===== config.mk =====
export PLATFORM = sky130hd
export DESIGN_NAME = lcd_bus_monitor
export DESIGN_NICKNAME = d
export VERILOG_FILES = /design/src/rtl/lcd_bus_monitor.sv
export SDC_FILE = /design/constraint.sdc
export NUM_CORES = 1
export LEC_CHECK = 0
export CAP_MARGIN = 25
export CORE_ASPECT_RATIO = 1.25
export CORE_MARGIN = 5
export CORE_UTILIZATION = 55
export DETAILED_ROUTE_END_ITERATION = 8
export GPL_ROUTABILITY_DRIVEN = 0
export PLACE_DENSITY = 0.82
export SLEW_MARGIN = 30
export SYNTH_ARGS = -nofsm -noshare
export SYNTH_HDL_FRONTEND = slang
export SYNTH_SLANG_ARGS = --single-unit

===== constraint.sdc =====
create_clock -name clk -period 8.6 [get_ports clk]
set_input_delay 1.72 -clock clk [delete_from_list [all_inputs] [get_ports clk]]
set_output_delay 1.72 -clock clk [all_outputs]
set_load 0.02 [all_outputs]

===== src/rtl/lcd_bus_monitor.sv =====
// Passive monitor for a 4-bit HD44780-style LCD bus.
// Decodes nibble strobes into bytes and mirrors DDRAM, cursor and display flags.
module lcd_bus_monitor #(
   parameter int MIN_E_HIGH = 10
) (
   input  logic       clk,
   input  logic       rst_n,
   input  logic [3:0] lcd_data,
   input  logic [2:0] lcd_ctrl,
   input  logic [4:0] rd_addr,
   output logic [7:0] rd_data,
   output logic       byte_valid,
   output logic [7:0] byte_out,
   output logic       byte_rs,
   output logic [4:0] cursor_pos,
   output logic       display_on,
   output logic       cursor_on,
   output logic       blink_on,
   output logic       init_done,
   output logic       proto_err
);

   localparam int CW = $clog2(MIN_E_HIGH + 1) + 1;

   typedef enum logic [2:0] {
      INIT_A, INIT_B, INIT_C, INIT_D, NIB_HI, NIB_LO
   } state_t;

   state_t        state_q;
   logic          e_q;
   logic [3:0]    nib_q;
   logic          rs_q;
   logic          rw_q;
   logic [CW-1:0] cnt_q;
   logic [3:0]    hi_q;
   logic          hi_rs_q;
   logic          id_q;
   logic [7:0]    ram_q [32];

   logic       strobe;
   logic       ok;
   logic [7:0] byte_w;
   logic [6:0] addr_w;
   logic [4:0] cur_inc;
   logic [4:0] cur_dec;

   assign strobe  = !lcd_ctrl[2] && e_q;
   assign ok      = (cnt_q >= CW'(MIN_E_HIGH)) && !rw_q;
   assign byte_w  = {hi_q, nib_q};
   assign addr_w  = byte_w[6:0];
   assign cur_inc = cursor_pos + 5'd1;
   assign cur_dec = cursor_pos - 5'd1;
   assign rd_data = ram_q[rd_addr];

   // Nibble/RS/RW' track the last E-high cycle; count holds through the strobe.
   always_ff @(posedge clk or negedge rst_n) begin
      if (!rst_n) begin
         e_q   <= 1'b0;
         nib_q <= 4'h0;
         rs_q  <= 1'b0;
         rw_q  <= 1'b0;
         cnt_q <= '0;
      end else begin
         e_q <= lcd_ctrl[2];
         if (lcd_ctrl[2]) begin
            nib_q <= lcd_data;
            rs_q  <= lcd_ctrl[1];
            rw_q  <= lcd_ctrl[0];
            if (!e_q)
               cnt_q <= CW'(1);
            else if (cnt_q != '1)
               cnt_q <= cnt_q + CW'(1);
         end
      end
   end

   always_ff @(posedge clk or negedge rst_n) begin
      if (!rst_n) begin
         state_q    <= INIT_A;
         byte_valid <= 1'b0;
         byte_out   <= 8'h00;
         byte_rs    <= 1'b0;
         cursor_pos <= 5'd0;
         display_on <= 1'b0;
         cursor_on  <= 1'b0;
         blink_on   <= 1'b0;
         init_done  <= 1'b0;
         proto_err  <= 1'b0;
         hi_q       <= 4'h0;
         hi_rs_q    <= 1'b0;
         id_q       <= 1'b1;
         for (int i = 0; i < 32; i++) ram_q[i] <= 8'h20;
      end else begin
         byte_valid <= 1'b0;
         proto_err  <= 1'b0;
         if (strobe) begin
            if (!ok) begin
               proto_err <= 1'b1;
            end else begin
               unique case (state_q)
                  INIT_A, INIT_B, INIT_C: begin
                     if (nib_q == 4'h3 && !rs_q)
                        state_q <= (state_q == INIT_A) ? INIT_B :
                                   (state_q == INIT_B) ? INIT_C : INIT_D;
                     else begin
                        proto_err <= 1'b1;
                        state_q   <= INIT_A;
                     end
                  end
                  INIT_D: begin
                     if (nib_q == 4'h2 && !rs_q) begin
                        state_q   <= NIB_HI;
                        init_done <= 1'b1;
                     end else begin
                        proto_err <= 1'b1;
                        state_q   <= INIT_A;
                     end
                  end
                  NIB_HI: begin
                     hi_q    <= nib_q;
                     hi_rs_q <= rs_q;
                     state_q <= NIB_LO;
                  end
                  NIB_LO: begin
                     state_q <= NIB_HI;
                     if (rs_q != hi_rs_q) begin
                        proto_err <= 1'b1;
                     end else begin
                        byte_valid <= 1'b1;
                        byte_out   <= byte_w;
                        byte_rs    <= rs_q;
                        if (rs_q) begin
                           ram_q[cursor_pos] <= byte_w;
                           cursor_pos <= id_q ? cur_inc : cur_dec;
                        end else begin
                           unique case (1'b1)
                              byte_w[7]: begin
                                 if (addr_w[6:4] == 3'b000)
                                    cursor_pos <= {1'b0, addr_w[3:0]};
                                 else if (addr_w[6:4] == 3'b100)
                                    cursor_pos <= {1'b1, addr_w[3:0]};
                                 else
                                    proto_err <= 1'b1;
                              end
                              (byte_w[7:6] == 2'b01): ;
                              (byte_w[7:5] == 3'b001):
                                 proto_err <= byte_w[4];
                              (byte_w[7:4] == 4'b0001): begin
                                 if (!byte_w[3])
                                    cursor_pos <= byte_w[2] ? cur_inc : cur_dec;
                              end
                              (byte_w[7:3] == 5'b00001): begin
                                 display_on <= byte_w[2];
                                 cursor_on  <= byte_w[1];
                                 blink_on   <= byte_w[0];
                              end
                              (byte_w[7:2] == 6'b000001):
                                 id_q <= byte_w[1];
                              (byte_w[7:1] == 7'b0000001):
                                 cursor_pos <= 5'd0;
                              (byte_w == 8'h01): begin
                                 for (int i = 0; i < 32; i++) ram_q[i] <= 8'h20;
                                 cursor_pos <= 5'd0;
                                 id_q       <= 1'b1;
                              end
                              default: ;
                           endcase
                        end
                     end
                  end
                  default: state_q <= INIT_A;
               endcase
            end
         end
      end
   end

endmodule


* Yosys cells after proc, flatten, opt, wreduce, memory -nomap -nowiden
Cells that the tools add are included.
Word-level totals: register bits 297, output and inout bits 28, word-level logic and storage cells 141
Cells by class: reductions and logical operators 24, order comparisons 4, add/subtract/negate cells 3, bitwise logic cells 4, multiplexer cells 37, eq/ne operators 19
Operator list (count):
- $mux W256 | 2
- $bwmux W256 | 1
- $bmux W8 S5 | 1
- $demux W8 S5 | 1
- $mux W5 | 8
- $mux W8 | 3
- $pmux W5 S3 | 1
- $mux W1 | 13
- $ge A6 B6 Y1 const B | 2
- $not A5 Y6 | 2
- $pmux W3 S4 | 1
- $reduce_and A6 Y1 | 2
- $add A5 B1 Y5 const B | 2
- $eq A3 B3 Y1 const B | 3
- $eq A4 B2 Y1 const B | 2
- $eq A8 B1 Y1 const B | 1
- $reduce_and A4 Y1 | 2
- $eq A7 B1 Y1 const B | 1
- $reduce_and A7 Y1 | 1
- $eq A3 B1 Y1 const B | 2
- $eq A3 B2 Y1 const B | 2
- $eq A6 B1 Y1 const B | 1
- $logic_not A3 Y1 | 2
- $lt A6 B1 Y1 const B | 1
- other kinds (23) | 34

* Depth between registers and ports, before layout
Gate-level depths: netlist (run 1).
word-level depth 9, gate-level depth with buffers 9, depth with buffers taken out 8

* Worst setup path after synthesis (run 1)
No wires, ideal clock.
path type in2out, from input rd_addr[0], to output rd_data[0], path slack 3.170 ns, data arrival time 3.710 ns, data required time 6.880 ns, stages on the path 5, path buffers 2, path through clkbuf_1 buf_2 mux4_2 mux4_2 mux2_2
Between the ends: longest elaborated chain between the ends 4
RTL lines:
- start: declaration | line 10 | input logic [4:0] rd_addr,
- $not A5 Y6 (implied by the code) | line 53 | assign rd_data = ram_q[rd_addr];
- $bmux W8 S5 | line 53
- $mux W8 (implied by the code) (2 in a row) | line 53
- end: declaration | line 11 | output logic [7:0] rd_data,
No other way between the ends. The select of a mux whose other input is x is not followed.

* Worst setup path after layout (run 1)
from input rd_addr[0], to output rd_data[4]
Same word-level chain as after synthesis.

==> results of run 1 <==
cell usage in the layout, fill, tap and decap left out, types with 5 or more instances in the layout:
cell type        count
nand2_1             73
o2bb2ai_1          224
nand3_1              6
buf_4               11
clkinv_2             6
nand2_2             32
and2_1               6
ha_1                 9
nand2b_1             8
mux4_2              80
dfstp_2             33
and3_1               5
inv_1               46
clkbuf_8            12
o21ai_0             47
a21oi_1             31
o211ai_1             5
nor2_1              28
clkdlybuf4s50_1     38
nor4b_1              6
clkbuf_16           30
mux2_2              20
xnor2_1              5
dfrtp_1            264
a2bb2oi_1           16
nor4_1              10
layer usage:
layer  global-route usage [%]  wire length, um
met2                     40.0            17400
met3                     5.84             3260
met4                     9.68             1580
met1                     36.8            14400
met5                        0               34
cells in the mapped netlist (all sizes together) (5+ instances only):
cell type  instances  area share [%]
o2bb2ai          224              14
nor2              28            0.76
clkbuf            54             1.5
mux4              80              13
buf               16            0.67
dfrtp            264              48
o21ai             47             1.7
and3               5            0.23
ha                 9            0.81
nand3              6            0.22
nor4b              6            0.38
a2bb2oi           16             1.0
xnor2              5            0.32
and2               6            0.27
dfstp             33             6.3
nand2            105             3.4
mux2              20             1.6
a21oi             31             1.1
nor4              10            0.45
o211ai             5            0.27
nand2b             8            0.36
inv               46             1.2
metrics by stage:
step	worst slack [ns]	utilization, %
6_report	2.31	62.9
5_1_grt	2.12	62.9
4_1_cts	2.06	62.7
3_5_place_dp	2.08	58.6
3_3_place_gp	2.15	58.6
2_1_floorplan	3.17	-
power by group:
group	leakage (nW)	switching [mW]	internal [mW]	total, mW
Clock	0.501	0.556	0.747	1.30
Sequential	4.00	0.0150	1.41	1.42
Combinational	2.00	0.0767	0.0427	0.119
Total	6.51	0.647	2.20	2.84
sequential cells by signal, summed over array words and instances (netlist names), 3 cells and up:
register and flops:
state_q 3, ram_q 256, byte_out 8, nib_q 4, hi_q 4, cursor_pos 5, cnt_q 5
kinds of logic (layout without fill, tap and decap cells):
| group | Yosys count | in the layout | share of synthesized area [%] |
|---|---|---|---|
| adders and majority gates | 9 | 9 | 0.815 |
| AOI/OAI and AO/OA | 340 | 340 | 19.2 |
| and+or+nand+nor | 196 | 196 | 7.24 |
| muxes | 103 | 103 | 14.9 |
| DFF | 297 | 297 | 54.1 |
| xor gates and xnor gates | 6 | 6 | 0.380 |
| buffers and inverters | 117 | 158 | 3.41 |
final cells by class:
cell class | count | area (um2)
clock buffer | 46 | 931
tap | 330 | 413
inverter | 47 | 176
timing repair buffer | 55 | 569
multi-input combinational | 654 | 5880
fill | 1799 | 9150
clock inverter | 10 | 73.8
sequential | 297 | 7470
worst max path at each step:
stage	startpoint	end	cells past startpoint
after floorplan	rd_addr[0]	rd_data[0]	5
after global placement	rd_addr[0]	rd_data[1]	6
after detailed placement	rd_addr[0]	rd_data[3]	6
after CTS	rd_addr[0]	rd_data[4]	6
after global routing	rd_addr[0]	rd_data[1]	6
final	rd_addr[0]	rd_data[4]	6
critical path: cells and delay by family:
kind	cells	cell delay (ns)
multiplexers	3	1.34
buffers and inverters	3	1.47
==> impl_results.md, run 1 <==
* Status: complete, no violations
* Inst Count DP at 1381
* Setup crit end kind: output pin
* Hold_buf cts at 0
* Number of global-route vias before repair at 9760
* Initial antenna violation count at 1
* Clk_skew at 0.0284 ns
* Die X at 152 um
* Max Slew Vio Count at 0
* Detailed Place HPWL at 24400 um
* Crit path time final at 6.29 ns
* Hold EP: ram_q[245]
* Critical Path, Cell by Cell: buf_6 -> buf_4 -> mux4_2 -> mux4_2 -> mux2_2 -> clkdlybuf4s50_1
* Max Freq at 159 MHz
* Final Hold Fails at 0
* Critical Path RT at 6.88 ns
* Synthesized instance count at 1068
* Skew-Pair Late Insertion Delay at 0.56 ns
* Slowest cell delay on critical path at 0.57 ns
* Final Cycle Share at 73.1%
* Post-Syn Nets at 1091
* IO Pins at 42
* Worst EP arrival at 4.57 ns
* Crit-path max FO at 49
* 1st-pass router iterations at 5
* Syn-to-layout area delta at 12.3%
* Diode count at 0
* FP Rows at 64
* Asr flop ratio synth at 100%
* Vias at 9804
* Max_slew headroom at 37.4%
* Post-synthesis sequential area ratio at 54.1%
* Hold path cells at 2
* Synth cell types at 47
* Worst Hold Class: reg -> reg
* RR Startpoint: rs_q
* Unrepaired setup endpoints after global routing: false
* Overall power at 2.84 mW
* Final ANT Viol Nets at 0
* # nets final at 1108
* Gr ovfl total at 0
* Hold_sp: ram_q[245]
* R2R Setup Slk at 5.38 ns
* Reg clk slew, reported paths at 0.06 ns
* CTS tree: done
* Final WL at 36700 um
* Layout cells sized above 1 at 21.5%
* Mapped cell area at 13800 um2
* # DRC at 0
* CP Launch Type: input port
* Clock buffer depth at 3
* Most frequent CP cell: mux4_2
* R2R depth at 8
* CTS H-tree depth at 1
* Post-cts gate resize count at 0
* Setup Buffers After CTS at 0
* First DRT Iteration DRCs at 872
* CORE AREA at 24700 um2
* Most used DFF post-synth: dfrtp_1
* CP Class: in -> out
* Full die area at 28400 um2
* Pin count of the biggest net entering global routing at 172
* Setup TNS at 0 ns
* Min Hold Slack at 0.458 ns
* Static Leak at 6.51 nW
* Initial core utilization at 56.0%
* Max Cap Viol at 0
* Final setup fails at 0
* Global Route Usage Sum at 26.1%
* Cell Count, Final, Fillers Out at 1439
* First-pass GRT wire length at 57800 um
* Cell area after placement at 14500 um2
* Port-buffer cells at 41
* Num CTS Buffers at 30
* DR WL/cell at 25.5 um
* FF-to-FF End: ram_q[202]
* Synth Register Bits at 297
* Die Y-Extent at 187 um
* Ys Warns at 0
* Worst path slowest cell: mux4_2
* Worst slew pin tran at 0.936 ns
* Vias per cell at 6.81
* Post-route cell area at 15500 um2
* Root buffer cell: clkbuf_16
* Worst VDD drop at 173 uV
* # clock sinks at 297
* PwrDens at 183 nW/um2
* Syn avg cell area at 12.9 um2
* Post-synth EDFFs at 0
Power figures use the tool's default switching activity.
==> run 2: changes to the inputs <==
==> constraint.sdc (replaced) <==
create_clock -name clk -period 6.3 [get_ports clk]
set_input_delay 1.26 -clock clk [delete_from_list [all_inputs] [get_ports clk]]
set_output_delay 1.26 -clock clk [all_outputs]
set_load 0.02 [all_outputs]
==> impl_results.md, run 2 (same netlist as run 1, synthesis figures left out) <==
* Largest Register: ram_q
* # nets final at 1110 (+0.18%)
* IO Pins at 42 (unchanged)
* Commonest cells after routing, fill and taps aside: 264 x dfrtp_1, 224 x o2bb2ai_1, 80 x mux4_2
* Post-route cell area at 15600 um2 (+0.23%)
* CP Launch Type: input port
* Psw at 0.860 mW (+33%)
* Vias per cell at 6.86 (+0.71%)
* P_int at 3.07 mW (+40%)
* Worst path slowest cell: clkdlybuf4s50_1
* Status: complete, no violations
* Final worst setup slack at 1.08 ns (-1.24 ns)
* Clk_skew at 0.0108 ns (-0.0176 ns)
* # DRC at 0 (unchanged)
* Critical Path, Cell by Cell: buf_4 -> buf_4 -> mux4_2 -> mux4_2 -> mux2_2 -> clkdlybuf4s50_1
* Max reg flops at 256 (unchanged)
* DR WL/cell at 25.3 um (-0.80%)
* Final ANT Viol Nets at 0 (unchanged)
* Final Cycle Share at 82.9%
* Post-cts gate resize count at 0 (unchanged)
* CTS tree: done
* CP Class: in -> out
* Die X at 152 um (unchanged)
* Reg clk slew, reported paths at 0.06 ns (about the same)
* Largest regs: ram_q: 256 flops, byte_out: 8 flops
* # clock sinks at 297 (unchanged)
* Cell Count, Final, Fillers Out at 1440 (+0.069%)
* Final WL at 36400 um (-0.73%)
* Vias at 9880 (+0.78%)
* Global Route Usage Sum at 26.1% (-0.033 points)
* Worst Hold Class: reg -> reg
* First-pass GRT wire length at 58200 um (+0.72%)
* Crit path time final at 5.22 ns
* First DRT Iteration DRCs at 1104 (+27%)
* Max Cap Viol at 0 (unchanged)
* Max Slew Vio Count at 0 (unchanged)
* Sequential power share at 49.4% (-0.6 points)
* Die Y-Extent at 187 um (unchanged)
* Skew-Pair Late Insertion Delay at 0.56 ns (about the same)
* Critical Path RT at 5.04 ns (-1.84 ns)
* Port-buffer cells at 41 (unchanged)
* 1st-pass router iterations at 7 (+2)
* Final setup fails at 0 (unchanged)
* Gr ovfl total at 0 (unchanged)
* Clock buffer depth at 3 (unchanged)
* CTS H-tree depth at 1 (unchanged)
* Cell area after placement at 14500 um2 (+0.38%)
* Final Hold Fails at 0 (unchanged)
* Worst VDD drop at 196 uV (+13%)
* Static Leak at 6.51 nW (about the same)
* Setup WS pre-CTS at 1.05 ns (-1.02 ns)
* Combinational power share at 4.2% (about the same)
* Number of global-route vias before repair at 10061 (+3.1%)
* Worst EP arrival at 3.96 ns (-0.61 ns)
* Clock share of power at 46.5% (+0.7 points)
* Max Freq at 191 MHz
* Switching share of total power at 21.9% (-0.88 points)
* Slowest cell delay on critical path at 0.54 ns (-0.03 ns)
* FP Rows at 64 (unchanged)
* Crit-path max FO at 32 (-35%)
* Hold_buf cts at 0 (unchanged)
* Worst slew pin tran at 0.900 ns (-0.0365 ns)
* Detailed Place HPWL at 23800 um (-2.4%)
* Commonest non-fill, non-tap cell in the layout: dfrtp_1
* Setup Buffers After CTS at 0 (unchanged)
* Worst path bufs/invs at 3 (unchanged)
* Max_slew headroom at 39.8% (+2.4 points)
* Layout cells sized above 1 at 20.8% (-0.63 points)
* Inst Count DP at 1384 (+0.22%)
* Initial core utilization at 56.0% (unchanged)
* Pin count of the biggest net entering global routing at 198 (+15%)
* Root buffer cell: clkbuf_16
* Num CTS Buffers at 30 (unchanged)
* Initial antenna violation count at 0 (-1)
* Full die area at 28400 um2 (unchanged)
* Unrepaired setup endpoints after global routing: false
* Syn-to-layout area delta at 12.5%
* CORE AREA at 24700 um2 (unchanged)
* PwrDens at 253 nW/um2 (+38%)
* Final core occ at 63.1% (+0.14 points)
* Setup crit end kind: output pin
* Setup TNS at 0 ns (unchanged)
* Delay-heaviest family, CP: buffers and inverters
## run 2: cell count changes in the layout (fill, tap and decap cells not counted), moves of 2 or more
| cell | previous run | this run |
|---|---|---|
| nand2_2 | 32 | 30 |
| clkbuf_8 | 12 | 6 |
| clkinv_2 | 6 | 3 |
| bufinv_16 | 0 | 3 |
| buf_12 | 1 | 4 |
| nand2_1 | 73 | 75 |
| clkbuf_1 | 4 | 9 |
## run 2: area by class of cell
cell class	instances	area (um2)
antenna	1	2.50
tap	330	413
multi-input combinational	654	5870
sequential	297	7470
timing repair buffer	57	598
clock inverter	8	121
inverter	47	176
fill	1839	9110
clock buffer	46	892
## run 2: tightest hold or removal path, cell delays in order, from the launching register on
cell     delay [ns]
dfstp_2        0.37
inv_1          0.04
a21oi_1        0.05
## run 2: metal layers
metal	global-route usage, %	vias up	wire length (um)
met5	0	-	0
met4	9.20	0	1440
met3	5.57	93	3600
met2	40.3	602	17300
met1	36.9	5026	14000
li1	-	4159	-
## run 2: worst paths after layout
kind                             from         end  slack, ns  cells after the start
min in group asynchronous       rst_n  ram_q[226]       0.72                      1
min                        ram_q[173]  ram_q[173]       0.47                      2
max reg2reg                      rs_q  ram_q[205]       2.93                      7
max in group asynchronous       rst_n     hi_q[2]       4.12                      3
max                        rd_addr[0]  rd_data[5]       1.08                      6
min reg2reg                ram_q[173]  ram_q[173]       0.47                      2
## run 2: power by group through the flow
stage                     sequential [mW]  clock (mW)  combinational (mW)
after CTS                            1.94        1.84               0.165
after floorplan                      1.96           0               0.102
after global placement               1.97           0               0.158
final                                1.94        1.83               0.164
after detailed placement             1.97           0               0.164
after global routing                 1.94        1.93               0.185
## run 2: through the flow
step	total power, mW	hold slack, ns
finish	3.93	0.465
global route	4.05	0.471
CTS	3.94	0.463
detailed placement	2.14	0.453
global placement	2.13	0.445
floorplan	2.07	0.438
==> run 3: changes to the inputs <==
--- a/config.mk
+++ b/config.mk
@@ -11,7 +11,7 @@
 export CORE_UTILIZATION = 55
 export DETAILED_ROUTE_END_ITERATION = 8
 export GPL_ROUTABILITY_DRIVEN = 0
-export PLACE_DENSITY = 0.82
+export PLACE_DENSITY = 0.85
 export SLEW_MARGIN = 30
 export SYNTH_ARGS = -nofsm -noshare
 export SYNTH_HDL_FRONTEND = slang
==> constraint.sdc (replaced) <==
create_clock -name clk -period 4.8 [get_ports clk]
set_input_delay 0.96 -clock clk [delete_from_list [all_inputs] [get_ports clk]]
set_output_delay 0.96 -clock clk [all_outputs]
set_load 0.02 [all_outputs]
==> impl_results.md, run 3 (same netlist as run 1, synthesis figures left out) <==
* Status: complete, no violations
* Largest Register: ram_q
* Largest regs: ram_q: 256 flops, byte_out: 8 flops
* Die Y-Extent at 187 um (unchanged)
* R2R Setup Slk at 1.68 ns (-1.25 ns)
* Number of global-route vias before repair at 10278 (+2.2%)
* Full die area at 28400 um2 (unchanged)
* Area of the multi-input gates at 5870 um2 (unchanged)
* R2R depth at 8 (+1)
* Reg clk slew, reported paths at 0.06 ns (about the same)
* FP Rows at 64 (unchanged)
* Crit path time final at 4.36 ns
* Pin count of the biggest net entering global routing at 123 (-38%)
* First DRT Iteration DRCs at 936 (-15%)
* Final Cycle Share at 90.7%
* Post-route cell area at 15500 um2 (-0.32%)
* Final WL at 37500 um (+2.9%)
* Commonest non-fill, non-tap cell in the layout: dfrtp_1
* Setup crit end kind: output pin
* Vias at 10068 (+1.9%)
* Static Leak at 6.50 nW (-0.19%)
* Worst Hold Class: in -> async
* Register area at 7470 um2 (unchanged)
* FF-to-FF End: ram_q[203]
* Worst EP arrival at 3.40 ns (-0.56 ns)
* Post-cts gate resize count at 0 (unchanged)
* Final setup fails at 0 (unchanged)
* Layout cells sized above 1 at 21.1% (+0.27 points)
* Global Route Usage Sum at 27.3% (+1.2 points)
* Initial core utilization at 56.0% (unchanged)
* RR Startpoint: rs_q
* Max_slew headroom at 43.2% (+3.4 points)
* Max Slew Vio Count at 0 (unchanged)
* Critical Path RT at 3.84 ns (-1.20 ns)
* Syn-to-layout area delta at 12.2%
* Root buffer cell: clkbuf_16
* Worst slew pin tran at 0.852 ns (-0.0477 ns)
* CP Launch Type: input port
* Detailed Place HPWL at 24700 um (+3.9%)
* Clock buffer depth at 3 (unchanged)
* Setup Buffers After CTS at 0 (unchanged)
* Clk_skew at 0.0253 ns (+0.0144 ns)
* Final ANT Viol Nets at 0 (unchanged)
* Max Freq at 230 MHz
* First-pass GRT wire length at 60700 um (+4.1%)
* Unrepaired setup endpoints after global routing: false
* IO Pins at 42 (unchanged)
* Final Hold Fails at 0 (unchanged)
* Max Cap Viol at 0 (unchanged)
* PwrDens at 318 nW/um2 (+26%)
* Diode count at 0 (-1)
* Crit-path max FO at 21 (-34%)
* Hold_buf cts at 0 (unchanged)
* DR WL/cell at 26.0 um (+2.7%)
* # clock sinks at 297 (unchanged)
* CP Class: in -> out
* CORE AREA at 24700 um2 (unchanged)
* Setup TNS at 0 ns (unchanged)
* Initial antenna violation count at 1 (+1)
* Cell area after placement at 14600 um2 (+0.43%)
* Die X at 152 um (unchanged)
* Port-buffer cells at 41 (unchanged)
* Commonest cells after routing, fill and taps aside: 264 x dfrtp_1, 224 x o2bb2ai_1, 80 x mux4_2
* Num CTS Buffers at 29 (-3.3%)
* Max reg flops at 256 (unchanged)
* Gr ovfl total at 0 (unchanged)
* CTS tree: done
* # nets final at 1114 (+0.36%)
* Worst VDD drop at 274 uV (+40%)
* # DRC at 0 (unchanged)
* 1st-pass router iterations at 5 (-2)
* Skew-Pair Late Insertion Delay at 0.57 ns (about the same)
* CTS H-tree depth at 1 (unchanged)
* Filler cells at 1776 (-3.4%)
* Vias per cell at 6.97 (+1.6%)
-- run 3: metal layers --
metal / share of wire [%] / vias to the layer above / GRT usage, %
met5: 0.040 / - / 0
met4: 5.1 / 2 / 12.3
met3: 11 / 129 / 6.30
met2: 46 / 694 / 41.0
met1: 38 / 5086 / 38.2
li1: - / 4157 / -
-- run 3: metrics by stage --
stage / utilization [%] / power [mW] / instances / hold WS [ns] / setup WS (ns)
finish: 62.8 / 4.93 / 1444 / 0.259 / 0.444
floorplan: - / 2.71 / 1068 / 0.438 / 0.890
detailed placement: 59.1 / 2.81 / 1389 / 0.454 / 0.414
global placement: 59.1 / 2.80 / 1389 / 0.448 / 0.444
global route: 62.8 / 5.09 / 1444 / 0.267 / 0.316
CTS: 62.7 / 4.94 / 1443 / 0.464 / 0.420
-- run 3: worst max-delay path, stage by stage --
cell             delay (ns)
buf_4                  0.25
buf_12                 0.24
mux4_2                 0.52
mux4_2                 0.56
mux2_2                 0.30
clkdlybuf4s50_1        0.54
-- run 3: cell type report --
class,count,share of cell area (%)
multi-input cells,654,37.9
well taps,330,2.66
flip-flops and latches,297,48.2
clock buffers,44,5.37
repair buffers,62,4.26
clock inverters,10,0.460
inverters,47,1.14
-- run 3: worst max-delay path by stage --
stage,from,end,cells after the start
floorplan,rd_addr[0],rd_data[0],5
global placement,rd_addr[0],rd_data[3],6
detailed placement,rd_addr[0],rd_data[0],6
CTS,rd_addr[0],rd_data[0],6
global route,rd_addr[0],rd_data[0],6
finish,rd_addr[0],rd_data[3],6
-- run 3: where the power goes --
| part | switching (mW) | total, mW | internal (mW) | leakage [nW] |
|---|---|---|---|---|
| sequential | 0.0270 | 2.55 | 2.52 | 4.00 |
| clock | 0.963 | 2.17 | 1.20 | 0.447 |
| combinational | 0.140 | 0.221 | 0.0819 | 2.05 |
